==> src/rtl/tlb_pkg.sv <==
// tlb_pkg: shared op codes, INVTLB sub-ops and tag field widths for the TLB tag array.
package tlb_pkg;
    localparam int ASID_W = 8;
    localparam int VPN2_W = 19;
    localparam logic [1:0] TLB_OP_WR   = 2'd0;
    localparam logic [1:0] TLB_OP_FILL = 2'd1;
    localparam logic [1:0] TLB_OP_INV  = 2'd2;
    localparam logic [1:0] TLB_OP_NOP  = 2'd3;
    localparam logic [2:0] INV_ALL0          = 3'd0;
    localparam logic [2:0] INV_ALL1          = 3'd1;
    localparam logic [2:0] INV_G             = 3'd2;
    localparam logic [2:0] INV_NG            = 3'd3;
    localparam logic [2:0] INV_NG_ASID       = 3'd4;
    localparam logic [2:0] INV_NG_ASID_VPN   = 3'd5;
    localparam logic [2:0] INV_G_OR_ASID_VPN = 3'd6;
    localparam logic [2:0] INV_NONE          = 3'd7;
endpackage

==> src/rtl/tlb_inv_match.sv <==
// tlb_inv_match: decides whether one entry is hit by an INVTLB sub-op.
module tlb_inv_match
    import tlb_pkg::*;
(
    input  logic              g,
    input  logic [ASID_W-1:0] asid,
    input  logic [VPN2_W-1:0] vpn2,
    input  logic [2:0]        inv_op,
    input  logic [ASID_W-1:0] a,
    input  logic [VPN2_W-1:0] v,
    output logic              hit
);
    logic asid_eq;
    logic vpn_eq;
    always_comb begin
        asid_eq = asid == a;
        vpn_eq  = vpn2 == v;
        hit = (inv_op == INV_ALL0 || inv_op == INV_ALL1) ? 1'b1
            : inv_op == INV_G             ? g
            : inv_op == INV_NG            ? !g
            : inv_op == INV_NG_ASID       ? !g && asid_eq
            : inv_op == INV_NG_ASID_VPN   ? !g && asid_eq && vpn_eq
            : inv_op == INV_G_OR_ASID_VPN ? (g || asid_eq) && vpn_eq
            : 1'b0;
    end
endmodule

==> src/rtl/tlb_entry_writer.sv <==
// tlb_entry_writer: TLB tag storage with indexed/round-robin writes and an
// INVTLB walk that examines one entry per cycle.
module tlb_entry_writer
    import tlb_pkg::*;
#(
    parameter int TLBNUM = 16,
    localparam int IDXW = $clog2(TLBNUM)
) (
    input  logic                     clk,
    input  logic                     rst,
    input  logic                     req_valid,
    output logic                     req_ready,
    input  logic [1:0]               req_op,
    input  logic [2:0]               inv_op,
    input  logic [IDXW-1:0]          req_index,
    input  logic                     req_e,
    input  logic                     req_g,
    input  logic [ASID_W-1:0]        req_asid,
    input  logic [VPN2_W-1:0]        req_vpn2,
    output logic                     done,
    output logic [IDXW-1:0]          fill_index,
    output logic [TLBNUM-1:0]        all_e,
    output logic [TLBNUM-1:0]        all_g,
    output logic [TLBNUM*ASID_W-1:0] all_asid,
    output logic [TLBNUM*VPN2_W-1:0] all_vpn2
);
    localparam logic [0:0] S_IDLE = 1'b0;
    localparam logic [0:0] S_WALK = 1'b1;
    localparam logic [IDXW-1:0] LAST = IDXW'(TLBNUM - 1);

    logic [TLBNUM-1:0]              e_q, e_d, g_q, g_d;
    logic [TLBNUM-1:0][ASID_W-1:0]  asid_q, asid_d;
    logic [TLBNUM-1:0][VPN2_W-1:0]  vpn2_q, vpn2_d;
    logic [0:0]                     state_q, state_d;
    logic [IDXW-1:0]                k_q, k_d, fill_q, fill_d;
    logic [2:0]                     inv_op_q, inv_op_d;
    logic [ASID_W-1:0]              a_q, a_d;
    logic [VPN2_W-1:0]              v_q, v_d;
    logic                           done_q, done_d;
    logic                           accept, hit;
    logic [IDXW-1:0]                wr_idx;

    assign req_ready  = state_q == S_IDLE;
    assign accept     = req_valid && req_ready;
    assign wr_idx     = req_op == TLB_OP_FILL ? fill_q : req_index;
    assign done       = done_q;
    assign fill_index = fill_q;
    assign all_e      = e_q;
    assign all_g      = g_q;
    assign all_asid   = asid_q;
    assign all_vpn2   = vpn2_q;

    tlb_inv_match u_match (
        .g      (g_q[k_q]),
        .asid   (asid_q[k_q]),
        .vpn2   (vpn2_q[k_q]),
        .inv_op (inv_op_q),
        .a      (a_q),
        .v      (v_q),
        .hit    (hit)
    );

    always_comb begin
        e_d      = e_q;
        g_d      = g_q;
        asid_d   = asid_q;
        vpn2_d   = vpn2_q;
        state_d  = state_q;
        k_d      = k_q;
        fill_d   = fill_q;
        inv_op_d = inv_op_q;
        a_d      = a_q;
        v_d      = v_q;
        done_d   = 1'b0;
        if (accept) begin
            done_d = req_op != TLB_OP_INV;
            if (req_op == TLB_OP_WR || req_op == TLB_OP_FILL) begin
                e_d[wr_idx]    = req_e;
                g_d[wr_idx]    = req_g;
                asid_d[wr_idx] = req_asid;
                vpn2_d[wr_idx] = req_vpn2;
            end
            if (req_op == TLB_OP_FILL) fill_d = fill_q + IDXW'(1);
            if (req_op == TLB_OP_INV) begin
                state_d  = S_WALK;
                k_d      = '0;
                inv_op_d = inv_op;
                a_d      = req_asid;
                v_d      = req_vpn2;
            end
        end
        // Only E is cleared by the walk; the rest of the tag stays for debug/refill.
        if (state_q == S_WALK) begin
            if (hit) e_d[k_q] = 1'b0;
            k_d = k_q + IDXW'(1);
            if (k_q == LAST) begin
                state_d = S_IDLE;
                done_d  = 1'b1;
            end
        end
    end

    always_ff @(posedge clk or posedge rst) begin
        if (rst) begin
            e_q      <= '0;
            g_q      <= '0;
            asid_q   <= '0;
            vpn2_q   <= '0;
            state_q  <= S_IDLE;
            k_q      <= '0;
            fill_q   <= '0;
            inv_op_q <= '0;
            a_q      <= '0;
            v_q      <= '0;
            done_q   <= 1'b0;
        end else begin
            e_q      <= e_d;
            g_q      <= g_d;
            asid_q   <= asid_d;
            vpn2_q   <= vpn2_d;
            state_q  <= state_d;
            k_q      <= k_d;
            fill_q   <= fill_d;
            inv_op_q <= inv_op_d;
            a_q      <= a_d;
            v_q      <= v_d;
            done_q   <= done_d;
        end
    end
endmodule

==> config.mk <==
export PLATFORM = sky130hd
export DESIGN_NAME = tlb_entry_writer
export DESIGN_NICKNAME = d
export VERILOG_FILES = /design/src/rtl/tlb_pkg.sv /design/src/rtl/tlb_inv_match.sv /design/src/rtl/tlb_entry_writer.sv
export SDC_FILE = /design/constraint.sdc
export NUM_CORES = 1
export LEC_CHECK = 0
export CORE_AREA = 2 2 243 245
export DETAILED_ROUTE_END_ITERATION = 7
export DIE_AREA = 0 0 245 247
export PLACE_DENSITY = 0.74
export SLEW_MARGIN = 20
export SYNTH_ARGS = -nofsm -noshare
export SYNTH_HDL_FRONTEND = slang
export SYNTH_HIERARCHICAL = 1
export SYNTH_SLANG_ARGS = --single-unit
==> constraint.sdc <==
create_clock -name clk -period 15.87 [get_ports clk]
set_input_delay 2.3805 -clock clk [delete_from_list [all_inputs] [get_ports clk]]
set_output_delay 2.3805 -clock clk [all_outputs]
set_load 0.005 [all_outputs]
Yosys cells after proc, flatten, opt, wreduce, memory -nomap -nowiden:

Cells that the tools add are included.

* flip-flop bits (word level): 504
* latch bits: 0
* bits in writable memories: 0
* memory bits (read-only): 0
* input port bits: 41
* output and inout port bits: 470
* memories: 0

* $add $sub $neg: 2
* $mul: 0
* divide/modulo/power cells: 0
* magnitude comparators: 4
* eq/ne operators: 12
* shift-type cells: 0
* multiplexer cells: 39
* bitwise operators: 3
* reductions and logical operators: 18

Operators by type and width (count)
* $bwmux W304: 1
* $bwmux W128: 1
* $bmux W19 S4: 1
* $demux W19 S4: 1
* $mux W16: 4
* $mux W19: 2
* $bmux W8 S4: 1
* $bwmux W16: 2
* $demux W8 S4: 1
* $eq A19 B19 Y1: 1
* $and A16 B16 Y16: 1
* $mux W1: 16
* $mux W4: 4
* $mux W8: 2
* $not A16 Y16: 1
* $lt A4 B5 Y1 const B: 2
* $eq A3 B3 Y1 const B: 3
* $add A4 B1 Y4 const B: 2
* $demux W1 S4: 2
* $eq A8 B8 Y1: 1
* $ge A4 B1 Y1 const B: 2
* $reduce_and A2 Y1: 4
* $eq A3 B2 Y1 const B: 2
* $logic_and A1 B1 Y1: 6
* 12 further kinds: 15

Logic depth before layout (Yosys ltp):

Gate-level depths: netlist of run 1.

* depth in word-level cells: 13
* gate-level depth with buffers: 15

Modules after synthesis:

Netlist of run 1, hierarchy kept.

By module, submodules not included
* tlb_entry_writer: instances 1, cells an instance 1440, area each 22669.2 um^2
* tlb_inv_match: instances 1, cells an instance 43, area each 347.8 um^2

Least setup slack after synthesis of run 1:

Ideal clock, no wire load.

* kind: input-to-reg
* from: in req_op[1]
* to: reg asid_q (netlist bit all_asid[120])
* arrival time: 3.953 ns
* data required time: 15.745 ns
* path slack: 11.792 ns
* stages on the path: 8
* cells stage by stage: buf_6 -> nand2b_4 -> buf_6 -> mux2_4 -> or3_1 -> buf_6 -> buf_6 -> mux2_4

* longest elaborated chain between the ends: 7
* elaborated cells between the ends (all ways): 11
* classes of those cells: order compare: 2; eq/ne: 1; mux: 4; reduce/logical: 4

RTL lines
* start, declared: RTL line tlb_entry_writer.sv:13 `input logic [1:0] req_op,`
* $eq A2 B1 Y1: RTL line tlb_entry_writer.sv:45, tlb_entry_writer.sv:77
* $mux W4: RTL line tlb_entry_writer.sv:45 `assign wr_idx = req_op == TLB_OP_FILL ? fill_q : req_index;`
* $lt A4 B5 Y1 (implied by the code) or $ge A4 B1 Y1 (tied branches): RTL line tlb_entry_writer.sv:80 `asid_d[wr_idx] = req_asid;`
* $logic_and A1 B1 Y1 (implied by the code): RTL line tlb_entry_writer.sv:80
* $mux W8 (implied by the code): RTL line tlb_entry_writer.sv:80
* $demux W8 S4: RTL line tlb_entry_writer.sv:80
* $bwmux W128: RTL line tlb_entry_writer.sv:80
* end signal, assigned: RTL line tlb_entry_writer.sv:119 `asid_q <= asid_d;`
* end, declared: RTL line tlb_entry_writer.sv:32 `logic [TLBNUM-1:0][ASID_W-1:0] asid_q, asid_d;`

Parallel ways exist; a longest one is shown, timed or not.
A chain may end at the register's enable or synchronous reset.

Final worst setup path of run 1:

* from: reg k_q[0]
* to: reg e_q[1] (netlist: all_e[1])

* longest elaborated chain between the ends: 13
* elaborated cells between the ends (all ways): 28
* classes of those cells: order compare: 2; eq/ne: 2; mux: 16; bitwise: 2; reduce/logical: 6

RTL lines
* start, declared: RTL line tlb_entry_writer.sv:35 `logic [IDXW-1:0] k_q, k_d, fill_q, fill_d;`
* start signal, assigned: RTL line tlb_entry_writer.sv:122 `k_q <= k_d;`
* $bmux W8 S4: RTL line tlb_entry_writer.sv:55 `.asid (asid_q[k_q]),`
* $mux W8 (implied by the code): RTL line tlb_entry_writer.sv:55
* $eq A8 B8 Y1: RTL line tlb_inv_match.sv:16 `asid_eq = asid == a;`
* $logic_or A1 B1 Y1: RTL line tlb_inv_match.sv:23 `: inv_op == INV_G_OR_ASID_VPN ? (g || asid_eq) && vpn_eq`
* $logic_and A1 B1 Y1: RTL line tlb_inv_match.sv:23
* $mux W1: RTL line tlb_inv_match.sv:23
* $mux W1: RTL line tlb_inv_match.sv:22 `: inv_op == INV_NG_ASID_VPN ? !g && asid_eq && vpn_eq`
* $mux W1: RTL line tlb_inv_match.sv:21 `: inv_op == INV_NG_ASID ? !g && asid_eq`
* $mux W1: RTL line tlb_inv_match.sv:20 `: inv_op == INV_NG ? !g`
* $mux W1 *: RTL line tlb_inv_match.sv:19 `: inv_op == INV_G ? g`
* $mux W1 *: RTL line tlb_inv_match.sv:18 `hit = (inv_op == INV_ALL0 || inv_op == INV_ALL1) ? 1'b1`
* named net hit: RTL line tlb_entry_writer.sv:40 `logic accept, hit;`
* $mux W16 *: RTL line tlb_entry_writer.sv:94 `if (hit) e_d[k_q] = 1'b0;`
* $mux W16 *: RTL line tlb_entry_writer.sv:93 `if (state_q == S_WALK) begin`
* named net e_d[1]: RTL line tlb_entry_writer.sv:31 `logic [TLBNUM-1:0] e_q, e_d, g_q, g_d;`
* end signal, assigned: RTL line tlb_entry_writer.sv:105 `e_q <= '0;`
* end signal, assigned: RTL line tlb_entry_writer.sv:117 `e_q <= e_d;`
* end, declared: RTL line tlb_entry_writer.sv:31

Mark *: on every way through the listed nets, which the timed path passes. The rest lies on a longest branch. The select of a mux whose other input is x is not followed.

==> results of run 1 <==
final cells by class:
| class | instances | area [sq um] |
|---|---|---|
| clock buffers | 80 | 1653 |
| clock inverters | 15 | 141.4 |
| fillers | 4806 | 27540 |
| inverters | 10 | 41.29 |
| multi-input cells | 847 | 9874 |
| flip-flops and latches | 504 | 12620 |
| well taps | 773 | 967.2 |
| repair buffers | 546 | 5399 |
worst max-delay path, stage by stage (launching register included):
cell and delay (ns):
dfrtp_4 0.96, buf_4 0.71, mux4_2 0.59, a22oi_1 0.19
nand2_1 0.09, xnor2_1 0.52, nand4_1 0.19, nor3_1 0.35
a31oi_1 0.13, a311oi_1 0.75, nor4bb_1 0.50, a21boi_0 0.15
mux2_2 0.27
cell families after synthesis:
kind of cell	synth area share
muxes	0.3551
DFF	0.5479
buffers and inverters	0.02783
and+or+nand+nor	0.02539
AOI/OAI and AO/OA	0.02805
xor gates and xnor gates	0.01294
adders and majority gates	0.002718
final timing paths:
| path | to | from |
|---|---|---|
| setup / recovery | all_e[1] | k_q[0] |
| hold / removal | all_asid[94] | all_asid[94] |
| setup reg to reg | all_e[1] | k_q[0] |
| hold reg to reg | all_asid[94] | all_asid[94] |
| max in group asynchronous | v_q[7] | rst |
| min in group asynchronous | all_asid[63] | rst |
layout by cell type, fill, tap and decap left out, drive strengths merged, types with 2 or more instances in the layout:
| master | netlist | final |
|---|---|---|
| clkbuf | 56 | 80 |
| nand3 | 8 | 8 |
| mux2i | 7 | 7 |
| o21ai | 9 | 9 |
| nand2b | 2 | 2 |
| a21boi | 9 | 9 |
| nand4 | 6 | 6 |
| clkdlybuf4s50 | 0 | 510 |
| dfrtp | 504 | 504 |
| ha | 5 | 5 |
| nand3b | 4 | 4 |
| nor2 | 5 | 5 |
| nand2 | 53 | 53 |
| xor2 | 11 | 11 |
| mux2 | 492 | 492 |
| nor3 | 8 | 8 |
| o2111ai | 2 | 2 |
| a22oi | 58 | 58 |
| nor2b | 3 | 3 |
| xnor2 | 23 | 23 |
| clkinv | 0 | 8 |
| inv | 10 | 9 |
| mux4 | 112 | 112 |
| and2 | 2 | 2 |
| nor3b | 4 | 4 |
| and3 | 2 | 2 |
| bufinv | 0 | 2 |
| a31oi | 5 | 5 |
| clkinvlp | 0 | 6 |
| nor4 | 2 | 2 |
| buf | 66 | 36 |
| nor4b | 2 | 2 |
layer usage:
| metal | track usage | part of all wire | vias to the layer above |
|---|---|---|---|
| li1 | - | - | 6501 |
| met3 | 0.06631 | 0.079 | 161 |
| met5 | 0 | 0.00038 | - |
| met2 | 0.4328 | 0.50 | 671 |
| met4 | 0.09756 | 0.038 | 4 |
| met1 | 0.3206 | 0.38 | 8341 |
through the flow:
step           cell area [sq um]  setup slack, ns  power, mW  std cells
2_1_floorplan              23020            6.649      2.966       1483
3_3_place_gp               28860            10.21      4.108       2679
3_5_place_dp               28870            10.14      4.142       2679
4_1_cts                    30660            10.12      5.434       2774
5_1_grt                    30700            9.870      5.656       2775
6_report                   30700            10.26      5.395       2775
cells in the mapped netlist, types with 6 or more instances:
master | instances | area [sq um]
dfrtp_1 | 504 | 12610
buf_1 | 6 | 22.52
nand2_1 | 51 | 191.4
xnor2_1 | 23 | 201.4
mux2_2 | 479 | 5394
nor3_1 | 7 | 35.03
a21boi_0 | 8 | 60.06
mux2_4 | 11 | 165.2
nand4_1 | 6 | 37.54
mux2i_1 | 7 | 70.07
buf_4 | 8 | 60.06
nand3_1 | 8 | 40.04
buf_2 | 44 | 220.2
mux4_2 | 112 | 2522
buf_6 | 8 | 90.09
o21ai_0 | 9 | 45.04
a22oi_1 | 58 | 435.4
xor2_1 | 11 | 96.34
clkbuf_1 | 56 | 210.2
inv_1 | 10 | 37.54
flip-flops by register name, indices dropped and copies added (netlist names):
signal / cells
all_vpn2: 304
all_asid: 128
v_q: 19
all_e: 16
all_g: 16
a_q: 8
fill_index: 4
k_q: 4
inv_op_q: 3
done: 1
state_q: 1
power groups by stage:
stage	registers [mW]	logic [mW]	clock network (mW)
finish	2.08	2.04	1.28
global route	2.13	2.18	1.35
CTS	2.08	2.06	1.29
detailed placement	2.09	2.05	0
global placement	2.08	2.03	0
floorplan	1.95	1.01	0
==> out/metrics.yaml, run 1 <==
run_status:
  status: "finished clean"
cts:
  cts_resized: 0
  cts_sinks: 504
  cts_tree: "built"
  clk_pin_slew_worst_paths_ns: 0.06
  cts_root_buf: "clkbuf_16"
  hold_buffers: 0
  numCtsBuffers: 54
  post-cts-setup-buffers: 0
  insertion_delay_ns: 0.60
  htreeDepth: 2
  clockBufferDepth: 3
critical_path:
  required_ns: 16.34
  path_max_fanout: 41
  worstPathArrival_ns: 6.08
  crit_path_end_kind: "register"
  rrSetupSlack_ns: 10.26
  path_class: "reg -> reg"
  ff2ff_path_depth: 12
  setup.worst_path.start_class: "register"
final_layout:
  drive_gt1_frac: 0.3766
  synthToLayoutAreaGrowth_pct: 33.36
  n_antenna_cell: 0
  final_util: 0.5271
  nets: 2009
logic_synthesis:
  synth_flop_cell: "dfrtp_1"
  ys_async_sr_fraction: 1.000
  ys_seq_area_frac: 0.5479
  ys_types: 51
  synth-edff-count: 0
  synth_area_sq_mm: 0.02302
  synth_nets: 1529
  synth_cells: 1483
  synth_area_per_cell_sq_um: 15.52
  ys_warn_count: 6
  yosys_register_bits: 504
floorplanning:
  row_count: 89
  io_pins: 511
  start_util: 0.3952
  die_h_um: 247
  die_area_sq_mm: 0.06052
  core_area_sq_mm: 0.05824
  dieWidth_um: 245
global_route:
  grt_pass1_vias: 16500
  overflow: 0
  globalRouteTotalUtil: 0.2578
  grt_pass1_wl_mm: 114.7
  grt_max_degree: 84
  antenna_found_initial: 2
sta:
  tns_ns: 0
  finalCritPeriodShare: 0.3537
  holdWs_ns: 0.5182
  fmax_mhz: 178.2
  finClkSkew_ns: 0.01964
  slew_headroom: 0.3457
  setup_viol: 0
  hold_viol_final: 0
  worst_slew_pin_slew_ns: 0.9815
  timing.final.crit_period_ns: 5.613
  maxSlewViolCount: 0
  rsz0062_at_grt: "false"
power_and_ir_drop:
  p_clk_frac: 0.237
  p_int_mw: 3.654
  p_leak_nw: 13.62
  swShare: 0.3227
  max-vdd-ir-drop_mv: 0.09218
  p_switching_mw: 1.741
  combinationalPowerShare: 0.378
  sequentialPowerShare: 0.385
  power_density_mw_per_mm2: 175.7
routing:
  ant_nets: 0
  drt_iter0_drc: 1078
  wire_per_inst_um: 28.28
  vias: 15680
  vias_per_cell: 5.650
  dr.pass1.iters: 5
  drc: 0
  drt-total-wl_mm: 78.47
placement:
  dp_hpwl_mm: 52.42
  portBuffers: 510
  place.gp.congestion: 0.8454
flow_run:
  drv_cap: 0
worst_hold_path:
  whs_path_depth: 1
  hp-class: "reg -> reg"
(Power assumes the default switching activity.)
==> run 2: changes to the inputs <==
==> constraint.sdc (replaced) <==
create_clock -name clk -period 4.9 [get_ports clk]
set_input_delay 0.735 -clock clk [delete_from_list [all_inputs] [get_ports clk]]
set_output_delay 0.735 -clock clk [all_outputs]
set_load 0.005 [all_outputs]
==> run 2 against run 1 <==
- sequential cell count is the same
- critical path depth grew 1
- combinational power grew to 3.3 times the previous value
- non-clock buffer count grew 21
- critical endpoint unchanged
==> out/metrics.yaml, run 2 (synthesis results as in run 1) <==
run_status:
  status: "finished clean"
final_layout:
  n_antenna_cell: 0  # unchanged
  final_util: 0.5316  # +0.004533
  layout_common_cells: "510 x clkdlybuf4s50_1, 502 x dfrtp_1, 479 x mux2_2"
  final_cell_area_sq_mm: 0.03096  # +0.86%
  regArea_sq_mm: 0.01262  # unchanged
  largest_reg_flops: 304  # unchanged
  fillers: 4795  # -0.23%
  multiInputGateArea_sq_mm: 0.009869  # about the same
  layout_commonest_cell: "clkdlybuf4s50_1"
  synthToLayoutAreaGrowth_pct: 34.51
  nets: 2030  # +1.0%
  drive_gt1_frac: 0.3832  # +0.006545
worst_hold_path:
  hp-class: "reg -> reg"
placement:
  dpl_cell_area_sq_mm: 0.02917  # +1.0%
  dp_hpwl_mm: 54.35  # +3.7%
  portBuffers: 510  # unchanged
  place_ws_ns: 0.2519  # -9.893 ns
  place.gp.congestion: 0.8671  # +2.6%
floorplanning:
  io_pins: 511  # unchanged
  core_area_sq_mm: 0.05824  # unchanged
  dieWidth_um: 245  # unchanged
  start_util: 0.3952  # unchanged
  die_area_sq_mm: 0.06052  # unchanged
  die_h_um: 247  # unchanged
  row_count: 89  # unchanged
sta:
  finalCritPeriodShare: 0.9288  # +0.5751
  worst_slew_pin_slew_ns: 0.9138  # -0.06770 ns
  rsz0062_at_grt: "false"
  layout_setup_ws_ns: 0.3491  # -9.908 ns
  finClkSkew_ns: 0.01707  # -0.002570 ns
  tns_ns: 0  # unchanged
  fmax_mhz: 219.7  # +23%
  hold_viol_final: 0  # unchanged
  slew_headroom: 0.3895  # +0.04385
  timing.final.crit_period_ns: 4.551  # -1.062 ns
  setup_viol: 0  # unchanged
  maxSlewViolCount: 0  # unchanged
global_route:
  overflow: 0  # unchanged
  grt_pass1_wl_mm: 116.2  # +1.4%
  antenna_found_initial: 2  # unchanged
  grt_max_degree: 118  # +40%
  globalRouteTotalUtil: 0.2622  # +0.004413
  grt_pass1_vias: 16880  # +2.3%
routing:
  ant_nets: 0  # unchanged
  dr.pass1.iters: 5  # unchanged
  drt-total-wl_mm: 79.89  # +1.8%
  met2WireLength_mm: 40.28  # +2.6%
  wl_met1_mm: 31.12  # +3.8%
  highest_layer: "met5"
  wl_met3_mm: 5.826  # -5.7%
  drt_iter0_drc: 1092  # +1.3%
  drc: 0  # unchanged
  vias: 15840  # +1.1%
  vias_per_cell: 5.673  # +0.41%
  wire_per_inst_um: 28.60  # +1.2%
cts:
  cts_tree: "built"
  cts_root_buf: "clkbuf_16"
  numCtsBuffers: 54  # unchanged
  insertion_delay_ns: 0.61  # about the same
  cts_sinks: 504  # unchanged
  clockBufferDepth: 3  # unchanged
  clk_pin_slew_worst_paths_ns: 0.06  # about the same
  cts_resized: 0  # unchanged
  hold_buffers: 0  # unchanged
  htreeDepth: 2  # unchanged
  post-cts-setup-buffers: 0  # unchanged
power_and_ir_drop:
  p_leak_nw: 13.76  # +1.0%
  power_density_mw_per_mm2: 570.5  # +220%
  max-vdd-ir-drop_mv: 0.3803  # +310%
critical_path:
  crit_path_end_kind: "register"
  path_class: "reg -> reg"
  worstPathArrival_ns: 5.04  # -1.04 ns
  setup.worst_path.start_class: "register"
  r2r_start: "k_q[0]"
  crit_path_end: "all_e[1]"
  path_max_fanout: 21  # -49%
  critPathLaunch: "k_q[0]"
  ff2ff_path_depth: 13  # +1
  r2r_end: "all_e[1]"
  required_ns: 5.38  # -10.96 ns
  rrSetupSlack_ns: 0.35  # -9.91 ns
flow_run:
  drv_cap: 0  # unchanged
run 2: through the flow:
step	hold WS (ns)	total power, mW	instances
floorplan	0.5002	9.606	1483
global placement	0.5104	13.45	2701
detailed placement	0.5145	13.61	2701
CTS	0.5295	17.82	2793
global route	0.5433	18.47	2793
finish	0.5274	17.66	2793
run 2: how the worst min path moves through the flow:
stage / from / end / slack, ns / cells after the start
after global routing: v_q[11] / v_q[11] / 0.54 / 1
final: a_q[4] / a_q[4] / 0.53 / 1
after detailed placement: all_vpn2[114] / all_vpn2[114] / 0.51 / 1
after CTS: all_vpn2[114] / all_vpn2[114] / 0.53 / 1
after floorplan: all_asid[94] / all_asid[94] / 0.50 / 1
after global placement: v_q[17] / v_q[17] / 0.51 / 1
run 2: area by class of cell:
| type | count | share of cell area |
|---|---|---|
| clock buffer | 74 | 0.05137 |
| multi-input combinational | 847 | 0.3188 |
| inverter | 10 | 0.001334 |
| tap | 773 | 0.03124 |
| timing repair buffer | 567 | 0.1832 |
| sequential | 504 | 0.4076 |
| clock inverter | 18 | 0.006507 |
run 2: layer usage:
layer | vias to the layer above | track usage
met3 | 150 | 0.06165
met2 | 681 | 0.4467
met4 | 4 | 0.09344
li1 | 6554 | -
met1 | 8455 | 0.3267
met5 | - | 0
run 2: critical path, cell delays in order (launching register included):
cell	delay [ns]
dfrtp_4	0.68
buf_12	0.26
mux4_2	0.52
a22oi_1	0.20
nand2_1	0.10
xnor2_1	0.42
nand4_1	0.25
nor3_1	0.26
a31oi_1	0.21
a311oi_1	0.44
buf_4	0.22
nor4bb_1	0.41
a21boi_0	0.16
mux2_2	0.28
run 2: report_power, final:
| group | internal (mW) | switching, mW |
|---|---|---|
| sequential | 5.41 | 1.37 |
| clock | 2.46 | 1.70 |
| combinational | 4.14 | 2.59 |
| total | 12.0 | 5.66 |
==> run 3: changes to the inputs <==
--- a/config.mk
+++ b/config.mk
@@ -9,7 +9,7 @@
 export DETAILED_ROUTE_END_ITERATION = 7
 export DIE_AREA = 0 0 245 247
 export PLACE_DENSITY = 0.74
-export SLEW_MARGIN = 20
+export SLEW_MARGIN = 25
 export SYNTH_ARGS = -nofsm -noshare
 export SYNTH_HDL_FRONTEND = slang
 export SYNTH_HIERARCHICAL = 1
==> results of run 3 <==
Final layout, timing and power as in run 2 (identical DEF).
